### src/rtl/multi_sync_rx.sv
// rtl/multi_sync_rx.sv - multi-channel level synchronizer with edge counters and 4-phase handshake receiver
//
// Ports:
//   clk         rising-edge clock for every flop
//   rst         synchronous active-high reset
//   ena         block enable (FSM, pulses, counters hold when low)
//   async_lvl   CH asynchronous level inputs
//   lvl_sync    CH synchronized levels (last chain stage)
//   rise_pls    CH registered one-cycle rising-edge pulses
//   fall_pls    CH registered one-cycle falling-edge pulses
//   req_async   4-phase request from the external domain
//   data_async  WIDTH bundled data, stable while req_async is high
//   ack_async   registered 4-phase acknowledge
//   data_out    WIDTH captured data
//   data_valid  consumer valid
//   dst_ready   consumer ready
//   cnt_clr     clears all rising-edge counters
//   cnt_sel     counter select; indices >= CH read 0
//   cnt_out     selected 8-bit saturating rising-edge count
module multi_sync_rx #(
  parameter int WIDTH  = 8,
  parameter int CH     = 4,
  parameter int STAGES = 2
) (
  input  logic             clk,
  input  logic             rst,
  input  logic             ena,
  input  logic [CH-1:0]    async_lvl,
  output logic [CH-1:0]    lvl_sync,
  output logic [CH-1:0]    rise_pls,
  output logic [CH-1:0]    fall_pls,
  input  logic             req_async,
  input  logic [WIDTH-1:0] data_async,
  output logic             ack_async,
  output logic [WIDTH-1:0] data_out,
  output logic             data_valid,
  input  logic             dst_ready,
  input  logic             cnt_clr,
  input  logic [2:0]       cnt_sel,
  output logic [7:0]       cnt_out
);

  typedef enum logic [1:0] {
    S_RESYNC = 2'd0,
    S_IDLE   = 2'd1,
    S_VALID  = 2'd2,
    S_ACK    = 2'd3
  } state_e;

  // One chain per level bit plus one for req (bit CH); element 0 is the
  // first stage, element STAGES-1 the synchronized output.
  logic [STAGES-1:0][CH:0] chain_q;
  logic [CH:0]             chain_last;
  logic                    req_s;

  // Counts edges since reset until the chains hold only post-reset samples;
  // before that req_s reads 0 merely because the chain was cleared.
  logic [2:0]              fill_q;
  logic                    chain_full;

  logic [CH-1:0]           prev_q;
  logic [CH-1:0]           rise_q, rise_d;
  logic [CH-1:0]           fall_q, fall_d;
  logic [7:0]              rise_ext;
  logic [7:0]              cnt_q [8];

  state_e                  state_q, state_d;
  logic [WIDTH-1:0]        data_q, data_d;
  logic                    dv_q, dv_d;
  logic                    ack_q, ack_d;

  assign chain_last = chain_q[STAGES-1];
  assign lvl_sync   = chain_last[CH-1:0];
  assign req_s      = chain_last[CH];
  assign chain_full = (fill_q == 3'(STAGES));

  always_ff @(posedge clk) begin
    if (rst) begin
      chain_q <= '0;
      fill_q  <= '0;
    end else begin
      chain_q <= {chain_q[STAGES-2:0], {req_async, async_lvl}};
      if (!chain_full) begin
        fill_q <= fill_q + 3'd1;
      end
    end
  end

  // Edge detection: prev follows lvl_sync every cycle, so re-enabling does
  // not release a stale edge that happened while disabled.
  assign rise_d   = ena ? (lvl_sync & ~prev_q) : '0;
  assign fall_d   = ena ? (~lvl_sync & prev_q) : '0;
  assign rise_ext = 8'(rise_d);

  always_ff @(posedge clk) begin
    if (rst) begin
      prev_q <= '0;
      rise_q <= '0;
      fall_q <= '0;
    end else begin
      prev_q <= lvl_sync;
      rise_q <= rise_d;
      fall_q <= fall_d;
    end
  end

  assign rise_pls = rise_q;
  assign fall_pls = fall_q;

  // Eight counter slots so cnt_sel indexes directly; slots >= CH stay 0.
  always_ff @(posedge clk) begin
    for (int i = 0; i < 8; i++) begin
      if (rst || i >= CH) begin
        cnt_q[i] <= '0;
      end else if (ena) begin
        if (cnt_clr) begin
          cnt_q[i] <= '0;
        end else if (rise_ext[i] && cnt_q[i] != 8'hFF) begin
          cnt_q[i] <= cnt_q[i] + 8'd1;
        end
      end
    end
  end

  assign cnt_out = cnt_q[cnt_sel];

  always_comb begin
    state_d = state_q;
    data_d  = data_q;
    dv_d    = dv_q;
    ack_d   = ack_q;
    if (ena) begin
      case (state_q)
        S_RESYNC: begin
          if (chain_full && !req_s) begin
            state_d = S_IDLE;
          end
        end
        S_IDLE: begin
          if (req_s) begin
            data_d  = data_async;
            dv_d    = 1'b1;
            state_d = S_VALID;
          end
        end
        S_VALID: begin
          // A req drop here is a sender violation; still finish via ACK.
          if (dst_ready) begin
            dv_d    = 1'b0;
            ack_d   = 1'b1;
            state_d = S_ACK;
          end
        end
        S_ACK: begin
          if (!req_s) begin
            ack_d   = 1'b0;
            state_d = S_IDLE;
          end
        end
        default: state_d = S_RESYNC;
      endcase
    end
  end

  always_ff @(posedge clk) begin
    if (rst) begin
      state_q <= S_RESYNC;
      data_q  <= '0;
      dv_q    <= 1'b0;
      ack_q   <= 1'b0;
    end else begin
      state_q <= state_d;
      data_q  <= data_d;
      dv_q    <= dv_d;
      ack_q   <= ack_d;
    end
  end

  assign data_out   = data_q;
  assign data_valid = dv_q;
  assign ack_async  = ack_q;

endmodule

### config.mk
export PLATFORM = sky130hd
export DESIGN_NAME = multi_sync_rx
export DESIGN_NICKNAME = d
export VERILOG_FILES = /design/src/rtl/multi_sync_rx.sv
export SDC_FILE = /design/constraint.sdc
export NUM_CORES = 1
export LEC_CHECK = 0
export ABC_AREA = 1
export CORE_MARGIN = 2
export CORE_UTILIZATION = 55
export CTS_BUF_LIST = sky130_fd_sc_hd__clkbuf_2
export CTS_CLUSTER_DIAMETER = 60
export DETAILED_ROUTE_END_ITERATION = 6
export PLACE_DENSITY = 0.83
export SYNTH_ARGS = -nofsm -noshare
export SYNTH_HDL_FRONTEND = slang
export SYNTH_SLANG_ARGS = --single-unit
### constraint.sdc
create_clock -name clk -period 1.8 [get_ports clk]
set_input_delay 0.36 -clock clk [delete_from_list [all_inputs] [get_ports clk]]
set_output_delay 0.36 -clock clk [all_outputs]
set_load 0.01 [all_outputs]
==> flow_metrics.py <==
metrics = {
    "power": {
        "power.share.clock_pct": 26.2,
        "ir_drop_mv": 0.583,
        "p_int_w": 0.00238,
        "p_leak_nw": 2.34,
        "power.switching_w": 0.00105,
        "swShare_pct": 30.7,
        "comb_power_share_pct": 20.2,
        "cellPowerDensity_mw_per_mm2": 743,
        "seqPwrFrac_pct": 53.6,
    },
    "sta": {
        "maxSlewViolCount": 0,
        "finalCriticalPeriod_ns": 1.90,
        "max_freq_mhz": 525,
        "setup_violations": 8,
        "finalWorstSetupSlack_ns": -0.104,
        "finalSetupTns_ns": -0.407,
        "hold_violations": 0,
        "slew_headroom_pct": 64.5,
        "worst_slew_pin_slew_ns": 0.532,
        "skew_ns": 0.0284,
        "rsz0062_at_grt": "true",
        "finalCritPeriodShare_pct": 106,
    },
    "cells_and_area": {
        "mostFrequentLayoutCells": "nor2_1, nand2_1, inv_1",
        "final_common_cell": "nor2_1",
        "drive_above_1_share_pct": 25.0,
        "antennaDiodeCount": 0,
        "final_nets": 563,
        "fin_cells": 612,
        "design_area_sq_mm": 0.00462,
        "syn_to_final_growth_pct": 33.4,
        "utilization_pct": 77.0,
    },
    "clocking": {
        "clk_latency_ns": 0.53,
        "h-tree-depth": 3,
        "ctsHoldBuffers": 0,
        "root_buffer": "clkbuf_2",
        "cts_buffers": 9,
        "cts_tree": "yes",
        "cts_sinks": 69,
        "clkTransAtPathRegs_ns": 0.20,
        "cts_buffer_depth": 2,
    },
    "place": {
        "dp.cells": 579,
        "port_buffers": 50,
        "dp_hpwl_um": 5860,
        "placed_area_sq_mm": 0.00431,
        "routabilityCongestion": 0.910,
        "dpl_worst_slack_ns": -0.622,
    },
    "detailed_routing": {
        "top_layer": "met4",
        "drt-initial-drc-count": 218,
        "vias": 3172,
        "wl_met3_um": 508,
        "drt-met1-wl_um": 3480,
        "drt-total-wl_um": 8390,
        "antenna_left": 0,
        "dr.pass1.iters": 5,
        "drc": 0,
        "dr_wl_met2_um": 4200,
        "wl_per_cell_um": 13.7,
        "avgViaCountPerCell": 5.18,
    },
    "logic_synthesis": {
        "ys_seq_area_share_pct": 49.2,
        "yosysWarnings": 0,
        "ys_types": 30,
        "synth_area_sq_mm": 0.00346,
        "syn_inst": 426,
        "syn_nets": 457,
        "ys_ff_latch": 69,
        "avgSynthCellArea_sq_um": 8.12,
    },
    "worst_setup_path": {
        "cp_max_fo": 2,
        "worstReg2RegStart": "cnt_q[1][1]",
        "crit_type": "flip-flop to primary output",
        "cp-start-kind": "flip-flop",
        "required_ns": 1.44,
        "cp.arrival_ns": 1.54,
        "startpoint": "cnt_q[1][3]",
        "end_kind": "primary output",
    },
    "grt": {
        "grt.total_usage_pct": 24.6,
        "grt_overflow_total": 0,
        "grt_pass1_vias": 3139,
        "antenna_found_initial": 0,
        "grt_max_degree": 18,
        "grt_pass1_wl_um": 13700,
    },
    "floorplanning": {
        "boundaryPins": 51,
        "dieArea_sq_mm": 0.00694,
        "rows": 28,
        "dieWidth_um": 83.3,
        "initial_core_util_pct": 57.7,
        "die_h_um": 83.3,
        "core-area_sq_mm": 0.00599,
    },
    "status": {
        "status": "complete, but fails checks",
        "violations": "negative setup slack",
    },
    "hold_path": {
        "hp-class": "primary input to flip-flop",
        "min_from": "async_lvl[3]",
    },
    "run": {
        "cap_violations": 0,
    },
}
worst max-delay path: stages (launching register included):
cell and delay [ns]:
edfxtp_1 0.42, inv_2 0.06, a21oi_1 0.14, o21ai_1 0.10, a21oi_1 0.16, buf_2 0.16
layout make-up:
cell class / count / area [sq um]
Sequential cell: 69 / 1720
Multi-Input combinational cell: 268 / 1440
Fill cell: 404 / 1380
Timing Repair Buffer: 108 / 966
Inverter: 76 / 288
Tap cell: 75 / 93.8
Clock inverter: 7 / 63.8
Clock buffer: 9 / 45.0
state kept, by name, indices dropped and copies added, names as in the netlist:
name        count
prev_q          4
fall_pls        4
chain_last      5
ack_async       1
chain_q         5
rise_pls        4
data_out        8
state_q         2
fill_q          3
data_valid      1
cnt_q          32
power by group through the flow:
stage          logic [W]  registers [W]  clock network (W)
2_1_floorplan   0.000395        0.00186                  0
3_3_place_gp    0.000623        0.00186                  0
3_5_place_dp    0.000655        0.00187                  0
4_1_cts         0.000669        0.00183           0.000904
5_1_grt         0.000770        0.00185           0.000965
6_report        0.000694        0.00184           0.000898
per-layer routing:
layer  vias up  global-route usage, %
li1       1568                      -
met5         -                      0
met2       119                   41.8
met4         0                   10.9
met1      1461                   28.6
met3        24                   7.36
cell families (layout without fill, tap and decap cells):
group / after synthesis / after routing / share of synthesized area [%]
flops: 69 / 69 / 49.2
compound gates: 68 / 68 / 10.7
fa+ha+maj: 10 / 10 / 3.62
simple gates: 176 / 176 / 22.4
buf+inv: 89 / 200 / 10.6
xor+xnor: 14 / 14 / 3.54
final timing paths:
kind | to | slack [ns] | cells past startpoint
worst min register to register | chain_last[0] | 0.40 | 2
worst min-delay path | chain_q[3] | 0.32 | 3
worst max register to register | cnt_q[1][1] | 0.05 | 8
worst max-delay path | cnt_out[3] | -0.10 | 5
Yosys cell counts:
| master | n | area share (%) |
|---|---|---|
| buf_6 | 1 | 0.33 |
| nand3_1 | 17 | 2.5 |
| xnor2_1 | 5 | 1.3 |
| buf_1 | 1 | 0.11 |
| edfxtp_1 | 32 | 28 |
| nor3_4 | 2 | 0.94 |
| nand3b_1 | 1 | 0.22 |
| clkbuf_2 | 1 | 0.14 |
| nor2_4 | 2 | 0.65 |
| nand2_4 | 1 | 0.33 |
| nor2_1 | 74 | 8.0 |
| inv_4 | 1 | 0.18 |
| clkbuf_1 | 3 | 0.33 |
| ha_1 | 10 | 3.6 |
| nor3b_1 | 1 | 0.22 |
| clkinv_1 | 1 | 0.11 |
| a21oi_1 | 34 | 4.9 |
| inv_1 | 74 | 8.0 |
| o21bai_1 | 1 | 0.22 |
| o211ai_1 | 2 | 0.43 |
| o21ai_0 | 29 | 4.2 |
| nand3_2 | 2 | 0.58 |
| dfxtp_1 | 37 | 21 |
| buf_2 | 2 | 0.29 |
| o21ai_4 | 2 | 0.94 |
| nor3_1 | 5 | 0.72 |
| buf_4 | 5 | 1.1 |
| xor2_1 | 9 | 2.3 |
| nand2_1 | 64 | 6.9 |
| nand4_1 | 7 | 1.3 |
through the flow:
step | hold WS, ns | total power, W
6_report | 0.322 | 0.00343
3_3_place_gp | 0.389 | 0.00249
4_1_cts | 0.311 | 0.00341
5_1_grt | 0.317 | 0.00359
3_5_place_dp | 0.395 | 0.00253
2_1_floorplan | 0.388 | 0.00225
what timing repair did:
action                     in CTS  in global routing
gates cloned                    1                  0
resized for setup              70                 47
setup endpoints to repair      19                 30
pin swaps                       7                 10
setup buffers                  10                  6
Power figures use the tool's default switching activity.
